### src/rtl/alu_req_arbiter_pkg.sv
// Shared types for alu_req_arbiter: FSM states, response flag layout and the req_op packing.
package alu_req_arbiter_pkg;

  typedef enum logic [1:0] {
    ST_IDLE  = 2'd0,
    ST_ISSUE = 2'd1,
    ST_WAIT  = 2'd2,
    ST_RESP  = 2'd3
  } state_t;

  // rsp_flags layout, MSB first: {cout, oflow, g, l, e, err}
  typedef struct packed {
    logic cout;
    logic oflow;
    logic g;
    logic l;
    logic e;
    logic err;
  } flags_t;

  localparam int FLAGS_W   = $bits(flags_t);
  // req_op slot: {inp_valid[1:0], mode, cin, cmd, opa, opb}
  localparam int OP_CTRL_W = 4;

  function automatic int op_width(input int dw, input int cw);
    return 2 * dw + cw + OP_CTRL_W;
  endfunction

endpackage

### src/rtl/alu_req_arbiter_rr_arbiter.sv
// Combinational round-robin picker: first set request at or after ptr, wrapping to slot 0.
module rr_arbiter #(
  parameter int NUM_REQ = 4,
  parameter int PW      = $clog2(NUM_REQ)
) (
  input  logic [NUM_REQ-1:0] req,
  input  logic [PW-1:0]      ptr,
  output logic [NUM_REQ-1:0] grant,
  output logic               any
);

  logic          found;
  logic [PW-1:0] idx;

  always_comb begin
    grant = '0;
    found = 1'b0;
    idx   = '0;
    for (int k = 0; k < NUM_REQ; k++) begin
      idx = PW'((int'(ptr) + k) % NUM_REQ);
      if (!found && req[idx]) begin
        grant[idx] = 1'b1;
        found      = 1'b1;
      end
    end
  end

  assign any = |req;

endmodule

### src/rtl/alu_req_arbiter.sv
// Shares one alu among NUM_REQ requesters with round-robin arbitration.
// Define ARB_PRIO0_EN to give requester 0 strict priority over the round-robin slots.
module alu_req_arbiter
  import alu_req_arbiter_pkg::*;
#(
  parameter int DATA_WIDTH = 8,
  parameter int CMD_WIDTH  = 4,
  parameter int NUM_REQ    = 4,
  parameter int ALU_LAT    = 3
) (
  input  logic                                                 clk,
  input  logic                                                 rst,
  input  logic [NUM_REQ-1:0]                                   req_valid,
  output logic [NUM_REQ-1:0]                                   req_ready,
  input  logic [NUM_REQ*op_width(DATA_WIDTH, CMD_WIDTH)-1:0]   req_op,
  output logic [NUM_REQ-1:0]                                   rsp_valid,
  output logic [2*DATA_WIDTH:0]                                rsp_res,
  output logic [5:0]                                           rsp_flags,
  output logic                                                 busy,
  output logic                                                 alu_ce,
  output logic                                                 alu_cin,
  output logic                                                 alu_mode,
  output logic [1:0]                                           alu_inp_valid,
  output logic [CMD_WIDTH-1:0]                                 alu_cmd,
  output logic [DATA_WIDTH-1:0]                                alu_opa,
  output logic [DATA_WIDTH-1:0]                                alu_opb,
  input  logic [2*DATA_WIDTH:0]                                alu_res,
  input  logic                                                 alu_cout,
  input  logic                                                 alu_oflow,
  input  logic                                                 alu_g,
  input  logic                                                 alu_l,
  input  logic                                                 alu_e,
  input  logic                                                 alu_err
);

  localparam int OP_W     = op_width(DATA_WIDTH, CMD_WIDTH);
  localparam int PW       = $clog2(NUM_REQ);
  localparam int CNT_W    = (ALU_LAT > 1) ? $clog2(ALU_LAT) : 1;
  localparam int OPB_LSB  = 0;
  localparam int OPA_LSB  = DATA_WIDTH;
  localparam int CMD_LSB  = 2 * DATA_WIDTH;
  localparam int CIN_BIT  = CMD_LSB + CMD_WIDTH;
  localparam int MODE_BIT = CIN_BIT + 1;
  localparam int IV_LSB   = MODE_BIT + 1;

  state_t             state;
  logic [PW-1:0]      rr_ptr;
  logic [CNT_W-1:0]   wait_cnt;
  logic [NUM_REQ-1:0] grant_q;
  logic [NUM_REQ-1:0] arb_req;
  logic [NUM_REQ-1:0] rr_grant;
  logic [NUM_REQ-1:0] grant;
  logic               rr_any;
  logic               any;
  logic [OP_W-1:0]    sel_op;
  logic [PW-1:0]      grant_idx;
  logic [PW-1:0]      ptr_next;

  function automatic logic [PW-1:0] onehot_idx(input logic [NUM_REQ-1:0] v);
    logic [PW-1:0] idx;
    idx = '0;
    for (int i = 0; i < NUM_REQ; i++)
      if (v[i]) idx = PW'(i);
    return idx;
  endfunction

`ifdef ARB_PRIO0_EN
  assign arb_req = req_valid & ~NUM_REQ'(1);
  assign grant   = req_valid[0] ? NUM_REQ'(1) : rr_grant;
  assign any     = req_valid[0] | rr_any;
`else
  assign arb_req = req_valid;
  assign grant   = rr_grant;
  assign any     = rr_any;
`endif

  rr_arbiter #(.NUM_REQ(NUM_REQ), .PW(PW)) u_rr (
    .req   (arb_req),
    .ptr   (rr_ptr),
    .grant (rr_grant),
    .any   (rr_any)
  );

  always_comb begin
    sel_op = '0;
    for (int i = 0; i < NUM_REQ; i++)
      if (grant[i]) sel_op = req_op[i*OP_W +: OP_W];
  end

  assign grant_idx = onehot_idx(grant);
  assign ptr_next  = (grant_idx == PW'(NUM_REQ - 1)) ? '0 : grant_idx + PW'(1);

  // Gated by rst so nothing is accepted while reset is held.
  assign req_ready = (state == ST_IDLE && !rst) ? grant : '0;
  assign busy      = (state != ST_IDLE);

  always_ff @(posedge clk or posedge rst) begin
    if (rst) begin
      state         <= ST_IDLE;
      rr_ptr        <= '0;
      wait_cnt      <= '0;
      grant_q       <= '0;
      rsp_valid     <= '0;
      rsp_res       <= '0;
      rsp_flags     <= '0;
      alu_ce        <= 1'b0;
      alu_cin       <= 1'b0;
      alu_mode      <= 1'b0;
      alu_inp_valid <= '0;
      alu_cmd       <= '0;
      alu_opa       <= '0;
      alu_opb       <= '0;
    end else begin
      unique case (state)
        // IDLE -> ISSUE: latch the winner's operation straight onto the alu ports
        ST_IDLE: begin
          if (any) begin
            grant_q       <= grant;
            alu_opb       <= sel_op[OPB_LSB +: DATA_WIDTH];
            alu_opa       <= sel_op[OPA_LSB +: DATA_WIDTH];
            alu_cmd       <= sel_op[CMD_LSB +: CMD_WIDTH];
            alu_cin       <= sel_op[CIN_BIT];
            alu_mode      <= sel_op[MODE_BIT];
            alu_inp_valid <= sel_op[IV_LSB +: 2];
            alu_ce        <= 1'b1;
            state         <= ST_ISSUE;
`ifdef ARB_PRIO0_EN
            if (!req_valid[0]) rr_ptr <= ptr_next;
`else
            rr_ptr <= ptr_next;
`endif
          end
        end
        // ISSUE -> WAIT: operands already stable, start the latency count
        ST_ISSUE: begin
          wait_cnt <= CNT_W'(ALU_LAT - 1);
          state    <= ST_WAIT;
        end
        // WAIT -> RESP: capture alu outputs unmodified
        ST_WAIT: begin
          if (wait_cnt == '0) begin
            rsp_res   <= alu_res;
            rsp_flags <= flags_t'{cout: alu_cout, oflow: alu_oflow, g: alu_g,
                                  l: alu_l, e: alu_e, err: alu_err};
            rsp_valid <= grant_q;
            alu_ce    <= 1'b0;
            state     <= ST_RESP;
          end else begin
            wait_cnt <= wait_cnt - CNT_W'(1);
          end
        end
        // RESP -> IDLE: single-cycle strobe
        ST_RESP: begin
          rsp_valid <= '0;
          state     <= ST_IDLE;
        end
        default: state <= ST_IDLE;
      endcase
    end
  end

endmodule
### config.mk
export PLATFORM = sky130hd
export DESIGN_NAME = alu_req_arbiter
export DESIGN_NICKNAME = d
export VERILOG_FILES = /design/src/rtl/alu_req_arbiter_pkg.sv /design/src/rtl/alu_req_arbiter_rr_arbiter.sv /design/src/rtl/alu_req_arbiter.sv
export SDC_FILE = /design/constraint.sdc
export NUM_CORES = 1
export LEC_CHECK = 0
export ABC_CLOCK_PERIOD_IN_PS = 2900
export CORE_ASPECT_RATIO = 2
export CORE_MARGIN = 3
export CORE_UTILIZATION = 37
export CTS_CLUSTER_DIAMETER = 100
export DETAILED_ROUTE_END_ITERATION = 12
export PLACE_DENSITY_LB_ADDON = 0.12
export SYNTH_ARGS = -nofsm -noshare
export SYNTH_HDL_FRONTEND = slang
export SYNTH_SLANG_ARGS = --single-unit
### constraint.sdc
create_clock -name clk -period 2.9 [get_ports clk]
set_clock_uncertainty 0.1 [all_clocks]
set_input_delay 0.29 -clock clk [delete_from_list [all_inputs] [get_ports clk]]
set_output_delay 0.29 -clock clk [all_outputs]
set_load 0.005 [all_outputs]
=== After elaboration in Yosys (flattened, before gate mapping) ===
Cells that the tools add are included.

* Bits of input ports: 125
* Bits in registers: 62
* Word-level logic and storage cells: 104
* Output and inout port bits: 57

* Magnitude comparators: 8
* Add/sub/neg operators: 5
* Reductions and logical operators: 25
* Bitwise gates (word level): 3
* Muxes and demuxes: 42
* Equality and inequality tests: 7

{| class="wikitable"
|+ Operator list
! operator !! count
|-
| $mux W24 || 4
|-
| $mux W4 || 6
|-
| $mux W1 || 14
|-
| $lt A2 B3 Y1 const B || 4
|-
| $mux W2 || 6
|-
| $or A4 B4 Y4 || 3
|-
| $reduce_and A2 Y1 || 5
|-
| $bmux W1 S2 || 4
|-
| $demux W1 S2 || 4
|-
| $ge A2 B1 Y1 const B || 4
|-
| $logic_and A1 B1 Y1 || 8
|-
| $pmux W2 S4 || 1
|-
| $pmux W4 S2 || 1
|-
| $reduce_bool A2 Y1 || 4
|-
| $eq A2 B2 Y1 const B || 3
|-
| $ne A2 B2 Y1 const B || 3
|-
| $add A2 B1 Y2 const B || 2
|-
| $add A2 B2 Y2 const B || 2
|-
| $logic_not A1 Y1 || 4
|-
| $logic_not A2 Y1 || 2
|-
| $pmux W2 S2 || 1
|-
| $reduce_or A4 Y1 || 1
|-
| $reduce_and A3 Y1 || 1
|-
| $eq A2 B1 Y1 const B || 1
|-
| 2 further kinds || 2
|}

=== Depth between registers and ports, before layout ===
* Depth in word-level cells: 17
* Gate-level depth with buffers: 11
* Mapped depth without buffers: 8

=== Modules after synthesis ===
From an unflattened synthesis, not the netlist that was laid out.

* Cells, all modules: 333
* Area, all modules: 3574.7 µm²

{| class="wikitable"
|+ By module, submodules not included
! module !! times used !! seq. area each (µm²) !! area an instance (µm²) !! cells an instance
|-
| alu_req_arbiter || 1 || 1551.5 || 3229.3 || 296
|-
| rr_arbiter || 1 || 0.0 || 345.3 || 37
|}

=== Worst setup path before layout ===
OpenSTA, ideal clock, no wires.

* Path type: flip-flop to output port
* From: register rr_ptr[0]
* To: output port req_ready[2]
* Stages on the path, launching flop included: 11
* Path slack: -0.217 ns
* Data arrival time: 2.727 ns
* Data required time: 2.510 ns
* Buffers on the path: 3
* Cells stage by stage: dfrtp_1 -> buf_6 -> inv_1 -> ha_1 -> mux4_1 -> nor4b_4 -> a22o_4 -> or2_1 -> buf_6 -> buf_6 -> nor2b_1

* Longest elaborated chain between the ends: 13

{| class="wikitable"
|+ Ends and longest elaborated chain
! item !! RTL line !! source
|-
| start: declaration || alu_req_arbiter.sv:47 || <nowiki>logic [PW-1:0] rr_ptr;</nowiki>
|-
| start signal: assignment || alu_req_arbiter.sv:130 || <nowiki>rr_ptr <= ptr_next;</nowiki>
|-
| branches (longest 11 deep; another with $lt A2 B3 Y1) || - ||
|-
| $mux W4 (*) || alu_req_arbiter_rr_arbiter.sv:21 || <nowiki>if (!found && req[idx]) begin</nowiki>
|-
| $mux W4 (*) || alu_req_arbiter.sv:94 || <nowiki>assign req_ready = (state == ST_IDLE && !rst) ? grant : '0;</nowiki>
|-
| end: declaration || alu_req_arbiter.sv:14 || <nowiki>output logic [NUM_REQ-1:0] req_ready,</nowiki>
|}

Mark *: on every way between the ends. The select of a mux whose other input is x is not followed.

=== Final worst setup path ===
* From: register rr_ptr[0]
* To: register alu_opa[4]

* Longest elaborated chain between the ends: 16

{| class="wikitable"
|+ Ends and longest elaborated chain
! item !! RTL line !! source
|-
| branches (longest 11 deep; another with $lt A2 B3 Y1) || - ||
|-
| $mux W4 (*) || alu_req_arbiter_rr_arbiter.sv:21 ||
|-
| $mux W24 (3 in series) || alu_req_arbiter.sv:87 || <nowiki>if (grant[i]) sel_op = req_op[i*OP_W +: OP_W];</nowiki>
|-
| $mux W24 (*) || alu_req_arbiter.sv:87 ||
|-
| end signal: assignment || alu_req_arbiter.sv:120 || <nowiki>alu_opa <= sel_op[OPA_LSB +: DATA_WIDTH];</nowiki>
|-
| end: declaration || alu_req_arbiter.sv:25 || <nowiki>output logic [DATA_WIDTH-1:0] alu_opa,</nowiki>
|}

Marks and branches as above.
A chain may end at the register's enable or synchronous reset.

==> results.py <==
metrics = {
    "floorplan": {
        "rows": 51,
        "boundaryPins": 182,
        "core-area_um2": 9830,
        "die-width_um": 77.2,
        "die_h_um": 148,
        "dieArea_um2": 11500,
        "start_util": 0.382,
    },
    "worst_setup_path": {
        "ff2ff_setup_slack_ps": -50,
        "end_kind": "flop",
        "cp_cell_sequence": "inv_2 -> ha_4 -> mux4_2 -> nor4b_4 -> buf_4 -> buf_6 -> buf_6 -> nand2_4 -> a211oi_4 -> buf_6 -> buf_12 -> a221oi_1 -> o211ai_1",
        "crit_fanout": 8,
        "worstSetupPathType": "flop to flop",
        "slowest_delay_ps": 570,
        "critPathSlowestCell": "mux4_2",
        "crit_required_ps": 3050,
        "cp-start-kind": "flop",
        "crit_path_frequent_cell": "buf_6",
        "cp_data_arrival_time_ps": 3100,
    },
    "timing": {
        "slew_headroom": 0.469,
        "hold_ws_ps": 388,
        "slew_viol_final": 0,
        "hold_viol": 0,
        "clock.fmax_mhz": 338,
        "fin_tns_setup_ps": -549,
        "worstMarginPinSlew_ps": 797,
        "period_share": 1.02,
        "setup_ws_ps": -54.2,
        "rsz0062_at_grt": "yes",
        "setup_viol": 22,
        "fin_crit_ps": 2950,
    },
    "placed_design": {
        "placement.io_buffers": 181,
        "dp.cells": 649,
        "gp_congestion": 0.829,
        "postPlaceCellArea_um2": 5880,
        "dp_hpwl_um": 9570,
        "dpl_worst_slack_ps": -177,
    },
    "drt": {
        "drc_errors": 0,
        "vias_per_cell": 5.35,
        "wirelength_um": 12900,
        "antenna_left": 0,
        "vias": 3629,
        "wire_per_inst_um": 19.0,
        "drtIter0Drc": 131,
        "dr.pass1.iters": 4,
    },
    "logic_synthesis": {
        "synth_top_family_by_area": "compound AO/OA/AOI/OAI gates",
        "synth_xor_xnor_area_share": 0,
        "synth_nets": 467,
        "syn_avg_cell_area_um2": 11.4,
        "yosys.area.top_type": "dfrtp_1",
        "synthMuxAreaShare": 0.0970,
        "synth_area_um2": 3750,
        "yosysUniqueCellTypes": 44,
        "synth-compound-area-share": 0.310,
        "ys_warn_count": 0,
        "synth-adder-area-share": 0.0400,
        "yosys.area.top_type_share": 0.413,
        "synth.area.top_cells": "dfrtp_1 (41%), a221oi_2 (7.6%), mux2_2 (7.2%), o211ai_2 (6.3%), o2111ai_1 (5.6%)",
        "syn_inst": 330,
        "synthSimpleGateAreaFrac": 0.0873,
        "yosysSeqAreaShare": 0.413,
        "yosys_register_bits": 62,
    },
    "power": {
        "peakVddDrop_mv": 1.39,
        "p_leak_nw": 2.62,
        "p_total_mw": 7.91,
        "power_per_cell_area_nw_per_um2": 1220,
    },
    "run_status": {
        "violations": "negative setup slack",
        "status": "finished with violations",
    },
    "job": {
        "cap_viol_max_count": 0,
    },
    "cells_and_area": {
        "drive_gt1_frac": 0.288,
        "final_common_cell": "clkdlybuf4s50_1",
        "layout.nets": 678,
        "final_cell_mix": "clkdlybuf4s50_1 (177), dfrtp_1 (62), nand2_1 (37)",
        "nFillCells": 825,
        "antennaDiodeCount": 0,
        "design_area_um2": 6480,
        "fin_util": 0.660,
        "syn_to_final_growth_pct": 72.6,
        "final_cells": 678,
    },
    "global_routing": {
        "grt_pass1_wl_um": 19900,
        "grtUsageTotal": 0.224,
        "antenna_found_initial": 0,
        "grt_pass1_vias": 3850,
        "grt_max_degree": 63,
        "grt-ovfl-total": 0,
    },
    "clocking": {
        "cts_buffers": 9,
        "cts_max_path_buffers": 2,
        "clock-root-buffer": "clkbuf_16",
        "clkLatencyLatePin_ps": 330,
        "clock-sinks": 62,
        "cts_tree": "yes",
        "cts_max_level": 3,
        "path_clk_slew_ps": 60,
        "hold_buffers": 0,
    },
    "worst_hold_path": {
        "hp-class": "flop to flop",
    },
}
==> logic make-up after synthesis <==
group	Yosys count
buf+inv	37
compound gates	127
fa+ha+maj	12
simple gates	64
mux	28
flops	62
==> final timing paths <==
kind,startpoint,cells after the start,end
setup / recovery,rr_ptr[0]$_DFFE_PP0P_,13,alu_opa[4]$_DFFE_PP0P_
hold / removal,grant_q[2]$_DFFE_PP0P_,2,grant_q[2]$_DFFE_PP0P_
setup reg to reg,rr_ptr[0]$_DFFE_PP0P_,13,alu_opa[4]$_DFFE_PP0P_
hold reg to reg,grant_q[2]$_DFFE_PP0P_,2,grant_q[2]$_DFFE_PP0P_
max in group asynchronous,rst,3,rr_ptr[1]$_DFFE_PP0P_
min in group asynchronous,rst,3,alu_inp_valid[1]$_DFFE_PP0P_
==> cell usage after synthesis, drive strengths merged <==
cell type and n:
dfrtp 62, a211oi 2, o21ai 32, o21a 1, ha 12, nor4 2, mux4 4, and2 2
nor4b 1, and3b 1, a2bb2oi 1, inv 10, mux2 24, o22ai 2, a21boi 1, nand2 39
or2 2, nor3 1, a21o 1, a221oi 24, o2bb2ai 2, nand3b 2, o2111ai 24, o211ai 24
nor2b 3, buf 10, a22o 5, nand2b 2, a21oi 7, nor2 8, o31ai 1, clkbuf 17
nor3b 1
==> per-layer routing <==
| layer | vias to the layer above | global-route usage | wire length (um) |
|---|---|---|---|
| met5 | - | 0 | 0 |
| met2 | 139 | 0.428 | 7500 |
| met1 | 1761 | 0.233 | 4390 |
| met4 | 0 | 0.0766 | 279 |
| met3 | 20 | 0.0533 | 700 |
| li1 | 1709 | - | - |
==> worst max-delay path: cells and delay by family (launching register included) <==
kind | cells | cell delay [ps]
buffers and inverters | 6 | 700
muxes | 1 | 570
AOI/OAI and AO/OA | 3 | 530
DFF | 1 | 360
and+or+nand+nor | 2 | 340
adders and majority gates | 1 | 270
==> what timing repair did <==
item / CTS / global route
cloned: 0 / 1
setup endpoints to repair: 4 / 31
pin swaps: 11 / 19
resized for setup: 24 / 26
buffers inserted: 8 / 4
==> cell type report <==
class	instances	area, um^2	area share
multi-input cells	231	2180	0.337
repair buffers	227	2230	0.345
inverters	10	37.5	0.00579
clock inverters	6	70.1	0.0108
well taps	132	165	0.0255
clock buffers	10	239	0.0369
flip-flops and latches	62	1550	0.239
==> report_power, final <==
part	internal [mW]	leakage (nW)	switching, mW
combinational	2.74	1.73	2.55
clock	0.692	0.141	0.411
sequential	1.30	0.750	0.219
total	4.73	2.62	3.18
==> flip-flops by register name, summed over array words and instances, names as in the netlist <==
signal	count
alu_opb	8
alu_mode	1
rsp_res	17
state	2
rsp_flags	6
rsp_valid	4
rr_ptr	2
alu_ce	1
alu_cmd	4
grant_q	4
alu_opa	8
alu_inp_valid	2
alu_cin	1
wait_cnt	2
(Power assumes the default switching activity.)
==> RTL edit 1 (same flow settings) <==
`DATA_WIDTH`: 8 -> 12.
--- a/src/rtl/alu_req_arbiter.sv
+++ b/src/rtl/alu_req_arbiter.sv
@@ -3,7 +3,7 @@
 module alu_req_arbiter
   import alu_req_arbiter_pkg::*;
 #(
-  parameter int DATA_WIDTH = 8,
+  parameter int DATA_WIDTH = 12,
   parameter int CMD_WIDTH  = 4,
   parameter int NUM_REQ    = 4,
   parameter int ALU_LAT    = 3
Interface: changed (5 resized); port bits go from 182 to 238. The function was not compared with the original's and may differ.
==> RTL edit 1 against the original RTL <==
  * Final area up 17%
  * Via count up 25%
  * The flow still finishes with violations (negative setup slack)
  * Critical endpoint is now req_ready[1]
  * Non-clock buffer count up 54
  * Worst setup slack better by 19 ps
  * Sequential share of layout area up 1.7 points
  * Largest power group unchanged
  * Die area is 15% higher
  * Routed wire length grew 36%
  * Critical path depth down 4
  * Maximum frequency grew 0.63%
  * Sequential cell count rose by 16
  * Area after synthesis increased by 16%
  * Total power increased by 18%
==> RTL edit 1: results (changes against the original RTL) <==
| Metric | Value |
|---|---|
| Average cell area after synthesis | `10.53 sq um (was 11.38 sq um)` |
| Final WS setup | `-35.67 ps (was -54.24 ps)` |
| Power Clock | `1.24 mW (was 1.10 mW)` |
| Largest net degree at the start of global routing | `50 (was 63)` |
| DR WL/cell | `21.23 microns (was 18.99 microns)` |
| Crit Path Max Fanout | `3 (was 8)` |
| Vias in the first global route | `4,920 (was 3,850)` |
| GRT met3 Usage | `0.06298 (was 0.05333)` |
| Slew @ Worst Pin | `944.8 ps (was 797.0 ps)` |
| GR Util met2 | `0.4839 (was 0.4281)` |
| Seq_cells | `78 (was 62)` |
| Share of cells above drive strength 1 | `0.2239 (was 0.2875)` |
| Post-synthesis sequential area ratio | `0.4465 (was 0.4132)` |
| Die W | `82.86 microns (was 77.23 microns)` |
| Initial antenna violation count | `1 (was 0)` |
| Status | `complete, but fails checks (unchanged)` |
| # setup viols final | `14 (was 22)` |
| Initial DRC count | `170 (was 131)` |
| Synth Net Count | `592 (was 467)` |
| Synth top cells by count | `dfrtp_1, o21ai_0, nor2_1, a21oi_1, mux2_2 (was dfrtp_1, nand2_1, o21ai_0, mux2_2, o2111ai_1)` |
| Leakage | `3.042 nW (was 2.617 nW)` |
| Failing checks | `negative setup slack (unchanged)` |
| Vias | `4,554 (was 3,629)` |
| Inverters | `13 (was 10)` |
| Fill count | `966 (was 825)` |
RTL edit 1: cell count changes after synthesis, moves of 4 or more:
cell,unedited run,this run
o211ai_1,5,0
nand2_1,38,19
a21oi_1,6,36
buf_4,0,4
o211ai_2,19,0
nor2_1,8,42
o21ai_0,31,43
a221oi_2,19,31
nor2b_1,3,9
o22ai_1,2,32
mux2_2,24,33
dfrtp_1,62,78
o2111ai_1,24,0
RTL edit 1: path summary, 6_finish.rpt:
kind                                endpoint  slack, ps  cells after the start
worst max-delay path            req_ready[1]        -40                      9
max in group asynchronous         alu_opb[3]       1720                      3
min in group clk                  grant_q[1]        380                      2
worst min-delay path             wait_cnt[1]         80                      2
worst min register to register    grant_q[1]        380                      2
worst max register to register    alu_opa[5]        -30                     11
RTL edit 1: timing repair:
action / CTS / global route
cloned: 3 / 0
setup buffers: 6 / 1
pin swaps: 26 / 10
endpoints found under the setup margin: 32 / 36
gates resized for setup: 35 / 7
RTL edit 1: per-stage QoR:
stage               setup WS, ps  power, mW
floorplan                 -13.14      5.180
global placement          -179.8      7.510
detailed placement        -207.8      7.645
CTS                       -97.86      9.434
global route              -134.3      9.952
finish                    -35.67      9.359
RTL edit 1: layer usage:
metal	vias to the layer above	wire length [microns]	part of all wire
met2	205	9711	0.56
met4	0	562	0.032
li1	2061	-	-
met1	2252	6186	0.35
met5	-	0	0
met3	36	990	0.057
RTL edit 1: kinds of logic (layout without fill, tap and decap cells):
kind of cell,Yosys count,after routing,share of synthesized area
other,0,1,0
adders and majority gates,12,12,0.03434
buffers and inverters,46,310,0.05094
DFF,78,78,0.4465
AOI/OAI and AO/OA,159,159,0.2779
and+or+nand+nor,83,83,0.08472
muxes,37,37,0.1056
==> RTL edit 2 (config.mk and constraints unchanged) <==
Made on the original files. Encoding of `state_t`: now one-hot (4 bits for 4 states).
--- a/src/rtl/alu_req_arbiter_pkg.sv
+++ b/src/rtl/alu_req_arbiter_pkg.sv
@@ -1,11 +1,11 @@
 // Shared types for alu_req_arbiter: FSM states, response flag layout and the req_op packing.
 package alu_req_arbiter_pkg;
 
-  typedef enum logic [1:0] {
-    ST_IDLE  = 2'd0,
-    ST_ISSUE = 2'd1,
-    ST_WAIT  = 2'd2,
-    ST_RESP  = 2'd3
+  typedef enum logic [3:0] {
+    ST_IDLE  = 4'b0001,
+    ST_ISSUE = 4'b0010,
+    ST_WAIT  = 4'b0100,
+    ST_RESP  = 4'b1000
   } state_t;
 
   // rsp_flags layout, MSB first: {cout, oflow, g, l, e, err}
Formal check against the unedited RTL: no difference found for any inputs over 10 cycles, from zero or initial values and one cycle with rst high; not proved beyond that.
==> RTL edit 2 against the original RTL <==
  * The run still ends with negative setup slack left
  * Area after synthesis shrank 0.60%
  * Highest routed layer unchanged
  * Routed wire length shrank 1.5%
  * Sequential cell count grew 2
  * Final area shrank 2.6%
  * Worst setup slack lost 120 ps
  * Combinational power shrank 8.7%
  * Maximum frequency shrank 3.7%
  * Critical path type is now flop to primary output
  * Total power shrank 6.4%
  * Global-route usage shrank 0.18 points
==> RTL edit 2: results (changes against the original RTL) <==
| Metric | Value |
|---|---|
| Max VDD drop | `0.0007020 V (was 0.001393 V)` |
| Final WS setup | `-169.3 ps (was -54.24 ps)` |
| Final WL | `12.68 mm (was 12.87 mm)` |
| Vias | `3,763 (was 3,629)` |
| Synth Area in XOR/XNOR | `0.002347 (was 0)` |
| Vias in the first global route | `4,008 (was 3,850)` |
| Initial DRC count | `127 (was 131)` |
| Power Clock | `1.00 mW (was 1.10 mW)` |
| Min-Delay Path Class | `input pin to asynchronous set/reset pin (was flop to flop)` |
| Final Total Pwr | `7.406 mW (was 7.914 mW)` |
| Psw | `2.996 mW (was 3.183 mW)` |
| Crit Path Max Fanout | `2 (was 8)` |
| Fill count | `810 (was 825)` |
| Placed Cells | `695 (was 649)` |
| R2R Path End | `alu_opb[2] (was alu_opa[4])` |
| Adder-cell area share of the yosys netlist | `0.02347 (was 0.03999)` |
| Worst R2R Path Depth | `11 (was 13)` |
| Final Wtd Congestion | `0.7911 (was 0.8286)` |
| Headroom to the max-slew limit | `0.4491 (was 0.4686)` |
| CTS buffer count | `9 (unchanged)` |
| Status | `complete, but fails checks (unchanged)` |
| Largest net degree at the start of global routing | `65 (was 63)` |
| Fin Setup TNS | `-2642 ps (was -549.1 ps)` |
| Synth top cells by count | `nand2_1, dfrtp_1, o21ai_0, o2111ai_1, clkbuf_1 (was dfrtp_1, nand2_1, o21ai_0, mux2_2, o2111ai_1)` |
| Worst setup endpoint | `req_ready[1] (was alu_opa[4])` |
| Layout net count | `716 (was 678)` |
| Critical Path Start | `rr_ptr[1] (was rr_ptr[0])` |
| Synth area leaders | `dfrtp_1, nand2_1, a221oi_2 (was dfrtp_1, a221oi_2, mux2_2)` |
| Cell count after synthesis | `383 (was 330)` |
| Leakage | `2.639 nW (was 2.617 nW)` |
| GRT Util Overall | `0.2220 (was 0.2237)` |
| WP data arrival | `2680 ps (was 3100 ps)` |
| R2r setup slk | `-120 ps (was -50 ps)` |
| First-pass GRT wire length | `19.93 mm (was 19.94 mm)` |
| Post-DR vias/cell | `5.219 (was 5.353)` |
| Post-DP HPWL | `9.283 mm (was 9.572 mm)` |
| Post-synthesis compound-gate area fraction | `0.3027 (was 0.3096)` |
| Failing checks | `negative setup slack (unchanged)` |
| H-tree depth | `3 (unchanged)` |
| Synth Net Count | `515 (was 467)` |
| Post-synthesis sequential area ratio | `0.4294 (was 0.4132)` |
| Flop pwr share | `0.213 (was 0.192)` |
| Share of cells above drive strength 1 | `0.2020 (was 0.2875)` |
| Distinct cell type count after synthesis | `45 (was 44)` |
| Post-synthesis mux area share | `0.02883 (was 0.09697)` |
| # setup viols final | `28 (was 22)` |
RTL edit 2: cell count changes after synthesis, moves of 2 or more:
cell / change
or3_1: +2
nand3b_1: -2
o21ai_0: -4
o2bb2ai_1: -2
buf_4: +4
nor4b_2: +2
buf_6: -5
clkbuf_1: +5
mux2_2: -24
ha_1: -5
nand2_1: +78
RTL edit 2: area by class of cell:
type	instances	area (sq um)	area share
timing repair buffer	221	2197	0.3480
inverter	10	37.54	0.005945
tap	132	165.2	0.02616
sequential	64	1604	0.2541
clock buffer	13	260.3	0.04122
multi-input combinational	278	2032	0.3218
clock inverter	3	17.52	0.002774
RTL edit 2: how the worst min path moves through the flow:
stage,start,end,slack (ps)
after CTS,rst,wait_cnt[1],290
final,rst,alu_opa[5],270
after global routing,rst,wait_cnt[1],310
after floorplan,alu_err,rsp_flags[0],300
after detailed placement,rsp_flags[3],rsp_flags[3],360
after global placement,rsp_res[7],rsp_res[7],360
RTL edit 2: metal layers:
layer  global-route usage  up-vias  part of all wire
met5                    0        -                 0
met4               0.1025        0             0.028
li1                     -     1817                 -
met3              0.05183       25             0.056
met2               0.4178      151              0.54
met1               0.2275     1770              0.37
RTL edit 2: timing repair:
item / 4_1_cts / 5_1_grt
cloned: 0 / 2
setup endpoints to repair: 28 / 31
pin swaps: 6 / 8
resized for setup: 20 / 14
buffers inserted: 6 / 5
RTL edit 2: metrics by stage:
stage,setup WS (ps),cell area (sq um)
after floorplan,-82.98,3767
after global placement,-248.9,5874
after detailed placement,-312.9,5874
after CTS,-164.3,6208
after global routing,-257.7,6314
final,-169.3,6314
RTL edit 2: critical path, stage by stage, from the launching register on:
cell and delay [ps]:
dfrtp_1 350, inv_2 60, ha_4 280, mux4_2 530, buf_6 140, or4b_4 530, o211ai_1 130, a21oi_1 90
nor2_1 110, buf_2 130
